--- src/rtl/mini_fir_decim_if.sv ---
// mini_fir_decim_if: sample input, FIFO drain handshake and status of the decimator
interface mini_fir_decim_if #(
    parameter int FIFO_AW = 2
);
    logic               i_en;
    logic [7:0]         i_din;
    logic               i_ready;
    logic               i_clr_ovf;
    logic               o_valid;
    logic [7:0]         o_data;
    logic [FIFO_AW:0]   o_level;
    logic               o_overflow;

    modport master (
        output i_en, i_din, i_ready, i_clr_ovf,
        input  o_valid, o_data, o_level, o_overflow
    );

    modport slave (
        input  i_en, i_din, i_ready, i_clr_ovf,
        output o_valid, o_data, o_level, o_overflow
    );
endinterface

--- src/rtl/mini_fir_decim.sv ---
// mini_fir_decim: block-average 2^DEC_LOG2 samples into a first-word-fall-through FIFO with sticky overflow
module mini_fir_decim #(
    parameter int DEC_LOG2 = 2,
    parameter int FIFO_AW  = 2
) (
    input logic             clk,
    input logic             rst,
    mini_fir_decim_if.slave bus
);
    localparam int AW = 8 + DEC_LOG2;
    localparam int D  = 1 << FIFO_AW;

    logic [AW-1:0]      r_acc;
    logic [7:0]         r_mem [D];
    logic [FIFO_AW-1:0] r_wp;
    logic [FIFO_AW-1:0] r_rp;
    logic [FIFO_AW:0]   r_level;
    logic               r_ovf;
    logic [AW-1:0]      w_sum;
    logic [7:0]         w_res;
    logic               w_last;
    logic               w_push;
    logic               w_pop;
    logic               w_full;
    logic               w_wr;
    logic               w_drop;

    assign w_sum  = r_acc + AW'(bus.i_din);
    assign w_res  = w_sum[DEC_LOG2 +: 8];
    assign w_push = bus.i_en & w_last;
    assign w_pop  = (r_level != '0) & bus.i_ready;
    assign w_full = r_level == (FIFO_AW+1)'(D);
    // a full FIFO still accepts the new result when the head leaves in the same cycle
    assign w_wr   = w_push & (~w_full | w_pop);
    assign w_drop = w_push & w_full & ~w_pop;

    generate
        if (DEC_LOG2 == 0) begin : g_nocnt
            assign w_last = 1'b1;
        end else begin : g_cnt
            logic [DEC_LOG2-1:0] r_cnt;
            // sample position within the current block; any gap in i_en restarts the block
            always_ff @(posedge clk) begin
                if (rst || !bus.i_en || w_last) r_cnt <= '0;
                else                            r_cnt <= r_cnt + DEC_LOG2'(1);
            end
            assign w_last = &r_cnt;
        end
    endgenerate

    // running block sum, emptied on completion or when the sample stream stops
    always_ff @(posedge clk) begin
        if (rst || !bus.i_en || w_last) r_acc <= '0;
        else                            r_acc <= w_sum;
    end

    // FIFO storage; contents are only meaningful below r_level so no reset is needed
    always_ff @(posedge clk) begin
        if (w_wr) r_mem[r_wp] <= w_res;
    end

    // FIFO pointers, occupancy and sticky overflow (a drop beats a clear)
    always_ff @(posedge clk) begin
        if (rst) begin
            r_wp    <= '0;
            r_rp    <= '0;
            r_level <= '0;
            r_ovf   <= 1'b0;
        end else begin
            r_wp    <= w_wr  ? r_wp + FIFO_AW'(1) : r_wp;
            r_rp    <= w_pop ? r_rp + FIFO_AW'(1) : r_rp;
            r_level <= r_level + (FIFO_AW+1)'(w_wr) - (FIFO_AW+1)'(w_pop);
            r_ovf   <= w_drop ? 1'b1 : (bus.i_clr_ovf ? 1'b0 : r_ovf);
        end
    end

    assign bus.o_valid    = r_level != '0;
    assign bus.o_data     = (r_level != '0) ? r_mem[r_rp] : 8'd0;
    assign bus.o_level    = r_level;
    assign bus.o_overflow = r_ovf;
endmodule

--- src/flat_wrapper.sv ---
// flat-port wrapper written by rule: the top's interface ports become plain ports
module mini_fir_decim_flat 
#(
    parameter int DEC_LOG2 = 2,
    parameter int FIFO_AW  = 2
)
  (clk, rst, bus_i_en, bus_i_din, bus_i_ready, bus_i_clr_ovf, bus_o_valid, bus_o_data, bus_o_level, bus_o_overflow);
  mini_fir_decim_if #(.FIFO_AW(FIFO_AW)) bus_i ();
  input logic clk;
  input logic rst;
  input wire logic [$bits(bus_i.i_en)-1:0] bus_i_en;
  input wire logic [$bits(bus_i.i_din)-1:0] bus_i_din;
  input wire logic [$bits(bus_i.i_ready)-1:0] bus_i_ready;
  input wire logic [$bits(bus_i.i_clr_ovf)-1:0] bus_i_clr_ovf;
  output wire logic [$bits(bus_i.o_valid)-1:0] bus_o_valid;
  output wire logic [$bits(bus_i.o_data)-1:0] bus_o_data;
  output wire logic [$bits(bus_i.o_level)-1:0] bus_o_level;
  output wire logic [$bits(bus_i.o_overflow)-1:0] bus_o_overflow;
  assign bus_i.i_en = bus_i_en;
  assign bus_i.i_din = bus_i_din;
  assign bus_i.i_ready = bus_i_ready;
  assign bus_i.i_clr_ovf = bus_i_clr_ovf;
  assign bus_o_valid = bus_i.o_valid;
  assign bus_o_data = bus_i.o_data;
  assign bus_o_level = bus_i.o_level;
  assign bus_o_overflow = bus_i.o_overflow;
  mini_fir_decim #(.DEC_LOG2(DEC_LOG2), .FIFO_AW(FIFO_AW)) u_core (.clk(clk), .rst(rst), .bus(bus_i));
endmodule
--- config.mk ---
export PLATFORM = sky130hd
export DESIGN_NAME = mini_fir_decim_flat
export DESIGN_NICKNAME = d
export VERILOG_FILES = /design/src/rtl/mini_fir_decim_if.sv /design/src/rtl/mini_fir_decim.sv /design/src/flat_wrapper.sv
export SDC_FILE = /design/constraint.sdc
export NUM_CORES = 1
export LEC_CHECK = 0
export ABC_CLOCK_PERIOD_IN_PS = 1910
export BUFFER_PORTS_ARGS = -buffer_cell sky130_fd_sc_hd__buf_2
export CORE_MARGIN = 2
export CORE_UTILIZATION = 52
export DETAILED_ROUTE_END_ITERATION = 10
export PLACE_DENSITY_LB_ADDON = 0.25
export SLEW_MARGIN = 30
export SYNTH_ARGS = -nofsm -noshare
export SYNTH_HDL_FRONTEND = slang
export SYNTH_SLANG_ARGS = --single-unit
--- constraint.sdc ---
create_clock -name clk -period 1.91 [get_ports clk]
set_input_delay 0.0955 -clock clk [delete_from_list [all_inputs] [get_ports clk]]
set_output_delay 0.0955 -clock clk [all_outputs]
set_load 0.01 [all_outputs]
==> summary.md, run 1 <==
| Metric | Value |
|---|---|
| Run status | complete, but fails checks |
| Violated checks | negative setup slack |
| Slowest library cell on the worst path | sky130_fd_sc_hd__fa_2 |
| Pwr per Cell Area | approximately 1100 nW/um^2 |
| Routability cong. | 0.855 |
| Portion of synthesized cell area occupied by the leading cell type | 0.377 |
| Largest driver fanout on the critical path | 2 |
| Setup slack after layout | -0.0132 ns |
| TritonCTS clock tree | yes |
| Category of the worst setup path capture point | register |
| CTS sink cnt | 54 |
| CP top delay family | adder cells |
| Top cells by area in the synthesized netlist | sky130_fd_sc_hd__edfxtp_1 38%, sky130_fd_sc_hd__dfxtp_1 17%, sky130_fd_sc_hd__ha_1 7.4% |
| Slew Limit Fails | 0 |
| Setup repair after global routing missed its margin | true |
| Worst Skew | 0.00729 ns |
| Fraction of registers with async set or reset after synthesis | 0 |
| Area of the placeable core | 4720 sq um |
| Clock latency of the later-clocked register in the worst-skew pair | 0.31 ns |
| Mean cell area of the mapped netlist | ~14 sq um |
| Sequential share of power | 0.437 |
| Count of hold-fix buffers inserted at cts | 0 |
| Peak VDD IR | 0.000425 V |
| Type of the most critical hold path | in -> reg |
| Internal power summed over all cells | 2.19 mW |
| EDFF count, synth | 32 |
| Overflow left after global routing | 0 |
| # H-tree levels | 2 |
| Count of buffer and inverter cells on the critical path | 2 |
| Number of endpoints with negative hold slack in the final report | 0 |
| Kind of launch point of the worst setup path | register |
| Crit path time final | 1.92 ns |
| Crit Path Class | reg -> reg |
| Clock transition at path regs | 0.09 ns |
| Slowest cell delay on critical path | slightly above 0.5 ns |
| N_diodes | 0 |
| P_leak | 1.17 nW |
| Number of input and output port buffers inserted | 25 |
| Number of buffers inserted during clock tree synthesis | 5 |
| Switch Pwr | 0.966 mW |
| WP data arrival | between 2 and 2.5 ns |
| Total die area | around 5500 sq um |
| Fillcell total | 367 |
| Yosys warning count | 0 |
| # IOs | 26 |
| Cell type with the largest total area after synthesis | sky130_fd_sc_hd__edfxtp_1 |
| Instance count of the mapped netlist | 185 |
| Detailed-route wire length per cell | approximately 15 um |
| Max_cap viols | 0 |
| Number of global-route vias before repair | about 1500 |
| NumNets Final | 255 |
| DRT Pass-1 Iters | 5 |
| Average vias per placed instance | around 5.2 |
| Number of distinct library cells after synthesis | 47 |
| Total DRC errors in the routed layout | 0 |
| Post-detailed-placement half-perimeter wirelength | 3130 um |
| Share of synthesized area occupied by flip-flops and latches | 0.550 |
| Global-route usage over all layers | 0.171 |
| Total of endpoints with negative setup slack in the final report | 2 |
| Number of vias after detailed routing | around 1500 |
| Post-place setup slack | -0.0446 ns |
| Layout Utilization | 0.634 |
| Net switching fraction of the power | 0.306 |
| Routed Antenna Nets | 0 |
| Achievable frequency | 520 MHz |
| Clk pwr share | 0.201 |
| Synthesized area | 2550 sq um |
| Required time of the critical path | 2.11 ns |
| Die Y-Extent | 74.0 um |
| Mapped Nets | 215 |
| Normalized max-slew margin | 0.698 |
| Initial cell density of the core | 0.540 |
| Sequential Area | 1410 sq um |
| Crit-path cells | or3_4 -> and2_4 -> ha_4 -> inv_2 -> ha_4 -> inv_2 -> fa_2 -> nor2_1 |
| Number of antenna violations at the first check in global routing | 0 |
| Largest net degree at the start of global routing | 18 |
| WL final | 4290 um |
| Post-synthesis to final-layout area growth | 17.5% |
| Buffer levels on the longest clock path | 2 |
| Area taken by multi-input logic gates | roughly 1200 sq um |
| FF+latch count, synth | 54 |
| Prevailing post-synth register cell | sky130_fd_sc_hd__edfxtp_1 |
| Initial drt markers | 137 |
| Global-route wire length before repair | 6890 um |
| Fraction of power consumed by combinational cells | 0.362 |
| Root Driver | sky130_fd_sc_hd__clkbuf_8 |
| Layout cell share with drive strength beyond 1 | 0.381 |
| Worst Max-Slew Pin Slew | 0.449 ns |
| Reg-to-reg setup timing slack | -0.01 ns |
| Period utilisation layout | 1.01 |
| X dimension of the die | about 74 um |
| Std-Cell Rows | 25 |
-- layout make-up --
| class | count | area share |
|---|---|---|
| clock buffer | 5 | 0.0230 |
| clock inverter | 3 | 0.00669 |
| inverter | 11 | 0.0138 |
| multi-input combinational | 116 | 0.387 |
| sequential | 54 | 0.470 |
| tap | 67 | 0.0280 |
| timing repair buffer | 37 | 0.0719 |
-- stage by stage --
| stage | setup TNS, ns | total power [mW] | std cells | instance area, sq um | hold slack (ns) |
|---|---|---|---|---|---|
| final | -0.0200 | 3.15 | 293 | 2990 | 0.0736 |
| after floorplan | -0.0560 | 2.17 | 185 | 2580 | 0.241 |
| after detailed placement | -0.208 | 2.49 | 282 | 2830 | 0.391 |
| after global routing | -0.138 | 3.36 | 293 | 2990 | 0.109 |
| after global placement | 0 | 2.45 | 282 | 2830 | 0.382 |
| after CTS | -0.0331 | 3.12 | 291 | 2940 | 0.0732 |
-- placed cells by master (no fill, tap or decap), drive strengths merged, types with 2 or more instances in the layout --
cell and count:
buf 37, o211ai 2, nand2 6, inv 12, nor2 14, nand3 2
xor2 4, a31oi 2, xnor2 7, a21o 3, nor3 3, o21ai 2
nor2b 3, dfxtp 22, o21a 2, and3 3, nor3b 2, nand2b 3
fa 2, clkbuf 5, mux2i 2, edfxtp 32, ha 15, a21oi 5
and2 16, mux4 8
-- synth_stat cells, types with 2 or more instances --
| cell | count |
|---|---|
| sky130_fd_sc_hd__a21o_1 | 3 |
| sky130_fd_sc_hd__a21oi_1 | 4 |
| sky130_fd_sc_hd__and2_1 | 14 |
| sky130_fd_sc_hd__and3_1 | 3 |
| sky130_fd_sc_hd__clkbuf_1 | 2 |
| sky130_fd_sc_hd__dfxtp_1 | 22 |
| sky130_fd_sc_hd__edfxtp_1 | 32 |
| sky130_fd_sc_hd__fa_1 | 2 |
| sky130_fd_sc_hd__ha_1 | 15 |
| sky130_fd_sc_hd__inv_1 | 11 |
| sky130_fd_sc_hd__mux2i_1 | 2 |
| sky130_fd_sc_hd__mux4_2 | 8 |
| sky130_fd_sc_hd__nand2_1 | 6 |
| sky130_fd_sc_hd__nand2b_1 | 2 |
| sky130_fd_sc_hd__nor2_1 | 12 |
| sky130_fd_sc_hd__nor2_2 | 2 |
| sky130_fd_sc_hd__nor2b_1 | 2 |
| sky130_fd_sc_hd__nor3_1 | 3 |
| sky130_fd_sc_hd__nor3b_2 | 2 |
| sky130_fd_sc_hd__o211ai_2 | 2 |
| sky130_fd_sc_hd__o21a_1 | 2 |
| sky130_fd_sc_hd__xnor2_1 | 7 |
| sky130_fd_sc_hd__xor2_1 | 3 |
-- path summary, 6_finish.rpt --
kind                                                       start                            endpoint  cells after the start
worst min-delay path                               bus_i_clr_ovf  u_core.bus.o_overflow$_SDFFE_PP0P_                      4
worst max register to register  u_core.bus.o_level[2]$_SDFF_PP0_    u_core.bus.o_level[1]$_SDFF_PP0_                      8
worst max-delay path            u_core.bus.o_level[2]$_SDFF_PP0_    u_core.bus.o_level[1]$_SDFF_PP0_                      8
worst min register to register  u_core.g_cnt.r_cnt[0]$_SDFF_PP0_    u_core.g_cnt.r_cnt[0]$_SDFF_PP0_                      1
-- power by group through the flow --
stage	registers, mW	logic, mW	clock network (mW)
2_1_floorplan	1.42	0.747	0
3_3_place_gp	1.40	1.05	0
3_5_place_dp	1.40	1.09	0
4_1_cts	1.38	1.10	0.645
5_1_grt	1.39	1.26	0.706
6_report	1.38	1.14	0.634
-- registers in the layout, indices dropped and copies added, names as in the netlist, named ones only --
signal	count
u_core.r_acc	10
u_core.r_wp	2
u_core.r_mem	32
u_core.bus.o_overflow	1
u_core.r_rp	2
u_core.g_cnt.r_cnt	2
u_core.bus.o_level	3
-- tightest hold or removal path, cell delays in order --
cell,delay (ns)
sky130_fd_sc_hd__buf_2,0.10
sky130_fd_sc_hd__inv_1,0.04
sky130_fd_sc_hd__a32oi_1,0.04
sky130_fd_sc_hd__nor2_1,0.07
-- repair_timing --
action	CTS	global route
pin swaps	4	4
gates cloned	0	0
setup buffers	1	2
gates resized for setup	1	8
setup endpoints to repair	9	16
-- metal layers --
layer | share of wire | vias to the layer above | global-route usage
li1 | - | 745 | -
met1 | 0.42 | 732 | 0.228
met2 | 0.50 | 54 | 0.277
met3 | 0.060 | 7 | 0.0407
met4 | 0.018 | 0 | 0.0626
met5 | 0 | - | 0
-- kinds of logic (layout without fill, tap and decap cells) --
logic type | count (synthesis) | in the layout | synth area share
fa+ha+maj | 17 | 17 | 0.0893
flops | 54 | 54 | 0.550
compound gates | 21 | 21 | 0.0746
xor+xnor | 11 | 11 | 0.0408
mux | 10 | 10 | 0.0785
simple gates | 57 | 57 | 0.140
buf+inv | 15 | 56 | 0.0265
No activity file was read; power rests on OpenSTA's default activity.
==> inputs of run 2 (changes only) <==
--- a/config.mk
+++ b/config.mk
@@ -7,8 +7,10 @@
 export LEC_CHECK = 0
 export ABC_CLOCK_PERIOD_IN_PS = 1910
 export BUFFER_PORTS_ARGS = -buffer_cell sky130_fd_sc_hd__buf_2
+export CELL_PAD_IN_SITES_DETAIL_PLACEMENT = 0
+export CELL_PAD_IN_SITES_GLOBAL_PLACEMENT = 1
 export CORE_MARGIN = 2
-export CORE_UTILIZATION = 52
+export CORE_UTILIZATION = 43
 export DETAILED_ROUTE_END_ITERATION = 10
 export PLACE_DENSITY_LB_ADDON = 0.25
 export SLEW_MARGIN = 30
==> run 2 against run 1 <==
The run still ends with negative setup slack left. First-iteration DRC count fell by 81%. Core utilization fell by 11 points. Routed wire length fell by 2.1%. Flip-flop and latch count did not move. Fmax rose by 0.16%. Clock skew barely moved. Cell count rose by 2.7%. Clock-buffer cell count rose by 1. Critical path depth did not move. Clock power rose by 5.4%. Sequential power barely moved. Critical path type unchanged.
==> summary.md, run 2 (synthesized netlist as in run 1, its figures left out) <==
| Metric | Value |
|---|---|
| Run status | complete, but fails checks (unchanged) |
| Violated checks | negative setup slack (unchanged) |
| Sequential Area | 1410 sq um (unchanged) |
| Required time of the critical path | 2.10 ns (was 2.11 ns) |
| Number of buffers inserted during clock tree synthesis | 5 (unchanged) |
| NumNets Final | 255 (unchanged) |
| Number of input and output port buffers inserted | 25 (unchanged) |
| Most common cell after layout, fill and taps aside | sky130_fd_sc_hd__edfxtp_1 (unchanged) |
| CP top delay family | adder cells (unchanged) |
| Achievable frequency | 521 MHz (was 520 MHz) |
| Total DRC errors in the routed layout | 0 (unchanged) |
| Root Driver | sky130_fd_sc_hd__clkbuf_8 (unchanged) |
| Category of the worst setup path capture point | register (unchanged) |
| WL final | 4190 um (was 4290 um) |
| Slowest library cell on the worst path | sky130_fd_sc_hd__fa_2 (unchanged) |
| CTS sink cnt | 54 (unchanged) |
| # H-tree levels | 2 (unchanged) |
| Area after detailed placement | 2860 sq um (was 2830 sq um) |
| Worst R2R Path Depth | 8 (unchanged) |
| Overflow left after global routing | 0 (unchanged) |
| Type of the most critical hold path | in -> reg (unchanged) |
| Count of buffer and inverter cells on the critical path | 2 (unchanged) |
| TritonCTS clock tree | yes (unchanged) |
| Routed Antenna Nets | 0 (unchanged) |
| Global-route usage over all layers | 0.140 (was 0.171) |
| Crit-path cells | or3_4 -> and2_4 -> ha_4 -> inv_4 -> ha_4 -> inv_2 -> fa_2 -> nor2_1 (was or3_4 -> and2_4 -> ha_4 -> inv_2 -> ha_4 -> inv_2 -> fa_2 -> nor2_1) |
| Total die area | 6560 sq um (was 5480 sq um) |
| P_leak | 1.18 nW (was 1.17 nW) |
| Critical path depth in cells | 8 (unchanged) |
| Post-detailed-placement half-perimeter wirelength | 3150 um (was 3130 um) |
| Crit path time final | 1.92 ns (about the same) |
| Number of antenna violations at the first check in global routing | 0 (unchanged) |
| Clock latency of the later-clocked register in the worst-skew pair | 0.30 ns (was 0.31 ns) |
| Reg with most FFs | u_core.r_mem (unchanged) |
| Critical R2R Capture | u_core.bus.o_level[1]$_SDFF_PP0_ (unchanged) |
| Crit Path Class | reg -> reg (unchanged) |
| Setup slack after layout | -0.0102 ns (was -0.0132 ns) |
| Setup repair after global routing missed its margin | true (unchanged) |
| Number of endpoints with negative hold slack in the final report | 0 (unchanged) |
| Number of standard cells in the layout, taps in and fillers out | 301 (was 293) |
| Fillcell total | 527 (was 367) |
| Largest net degree at the start of global routing | 18 (unchanged) |
| Worst Hold Slack | 0.0880 ns (was 0.0736 ns) |
| Slowest cell delay on critical path | 0.51 ns (about the same) |
| Launch point of the worst path | u_core.bus.o_level[2]$_SDFF_PP0_ (unchanged) |
| Routability cong. | 0.812 (was 0.855) |
| Average vias per placed instance | 4.90 (was 5.25) |
| Post-synthesis to final-layout area growth | 19.1% (was 17.5%) |
| X dimension of the die | 81.0 um (was 74.0 um) |
| Area of the placeable core | 5820 sq um (was 4720 sq um) |
| Normalized max-slew margin | 0.697 (was 0.698) |
| Number of global-route vias before repair | 1488 (was 1499) |
| Number of vias after detailed routing | 1474 (was 1538) |
| Layout cell share with drive strength beyond 1 | 0.398 (was 0.381) |
| Pwr per Cell Area | 1050 nW/um^2 (about the same) |
| Post-route cell area | 3040 sq um (was 2990 sq um) |
| Detailed-route wire length per cell | 13.9 um (was 14.6 um) |
| Area taken by multi-input logic gates | 1180 sq um (was 1160 sq um) |
| Largest driver fanout on the critical path | 2 (unchanged) |
| Cell total after placement | 292 (was 282) |
| Worst Max-Slew Pin Slew | 0.452 ns (was 0.449 ns) |
| Initial cell density of the core | 0.438 (was 0.540) |
| Clock transition at path regs | 0.10 ns (was 0.09 ns) |
| Buffer levels on the longest clock path | 2 (unchanged) |
| DRT Pass-1 Iters | 4 (was 5) |
| # IOs | 26 (unchanged) |
| Setup TNS | -0.0102 ns (was -0.0200 ns) |
| Initial drt markers | 26 (was 137) |
| Total of endpoints with negative setup slack in the final report | 1 (was 2) |
| Std-Cell Rows | 28 (was 25) |
| Max_cap viols | 0 (unchanged) |
| Period utilisation layout | 1.01 (about the same) |
| Critical path's most frequent cell | sky130_fd_sc_hd__ha_4 |
| WP data arrival | 2.11 ns (was 2.12 ns) |
| N_diodes | 0 (unchanged) |
| Reg-to-reg setup timing slack | -0.01 ns (about the same) |
| Die Y-Extent | 81.0 um (was 74.0 um) |
| Startpoint of the worst-slack reg-to-reg timing path | u_core.bus.o_level[2]$_SDFF_PP0_ (unchanged) |
| Slew Limit Fails | 0 (unchanged) |
| Global-route wire length before repair | 6840 um (was 6890 um) |
| Worst Skew | 0.00714 ns (was 0.00729 ns) |
| Most used cells in the layout excluding fill and tap cells | 32 x sky130_fd_sc_hd__edfxtp_1, 25 x sky130_fd_sc_hd__buf_2, 19 x sky130_fd_sc_hd__dfxtp_1 (unchanged) |
| Crit path capture | u_core.bus.o_level[1]$_SDFF_PP0_ (unchanged) |
| Max FFs per register | 32 (unchanged) |
| Kind of launch point of the worst setup path | register (unchanged) |
| Peak VDD IR | 0.000462 V (was 0.000425 V) |
## run 2: worst reg2reg max path, stage by stage, from the launching register on
cell and delay, ns:
sky130_fd_sc_hd__dfxtp_2 0.33, sky130_fd_sc_hd__or3_4 0.38, sky130_fd_sc_hd__and2_4 0.16, sky130_fd_sc_hd__ha_4 0.21, sky130_fd_sc_hd__inv_4 0.05, sky130_fd_sc_hd__ha_4 0.11
sky130_fd_sc_hd__inv_2 0.03, sky130_fd_sc_hd__fa_2 0.51, sky130_fd_sc_hd__nor2_1 0.03
## run 2: power breakdown
part           leakage [nW]  internal, mW  total [mW]  switching [mW]
Clock                0.0478         0.299       0.668           0.369
Sequential            0.470          1.33        1.38          0.0467
Combinational         0.664         0.588        1.14           0.549
## run 2: area by class of cell
class,count,share of cell area
timing repair buffer,37,0.0709
clock buffer,6,0.0272
clock inverter,2,0.00536
inverter,11,0.0144
sequential,54,0.464
tap,75,0.0309
multi-input combinational,116,0.387
## run 2: timing repair
| action | 4_1_cts | 5_1_grt |
|---|---|---|
| resized for setup | 1 | 13 |
| setup endpoints to repair | 10 | 15 |
| pin swaps | 2 | 5 |
| buffers inserted | 0 | 1 |
| hold buffers | 0 | 0 |
## run 2: per-layer routing
metal	GRT usage	vias to the layer above	part of all wire	routed length, um
li1	-	742	-	-
met4	0.0508	0	0.012	51
met1	0.174	706	0.44	1860
met2	0.244	21	0.51	2150
met3	0.0244	5	0.031	130
met5	0	-	0	0
## run 2: metrics by stage
stage | setup WS (ns) | power, mW | util
6_report | -0.0102 | 3.18 | 0.522
3_5_place_dp | -0.0320 | 2.50 | 0.491
2_1_floorplan | -0.0480 | 2.17 | -
4_1_cts | -0.0241 | 3.17 | 0.509
5_1_grt | -0.0581 | 3.36 | 0.522
3_3_place_gp | 0.00630 | 2.46 | 0.491
## run 2: how the worst min path moves through the flow
stage / startpoint / endpoint / slack, ns / cells after the start
after global placement: bus_i_clr_ovf / u_core.bus.o_overflow$_SDFFE_PP0P_ / 0.38 / 4
after floorplan: bus_i_en / u_core.g_cnt.r_cnt[1]$_SDFF_PP0_ / 0.24 / 1
final: bus_i_clr_ovf / u_core.bus.o_overflow$_SDFFE_PP0P_ / 0.09 / 4
after global routing: bus_i_en / u_core.r_acc[0]$_SDFF_PP0_ / 0.10 / 2
after CTS: rst / u_core.bus.o_level[1]$_SDFF_PP0_ / 0.08 / 2
after detailed placement: bus_i_clr_ovf / u_core.bus.o_overflow$_SDFFE_PP0P_ / 0.40 / 4
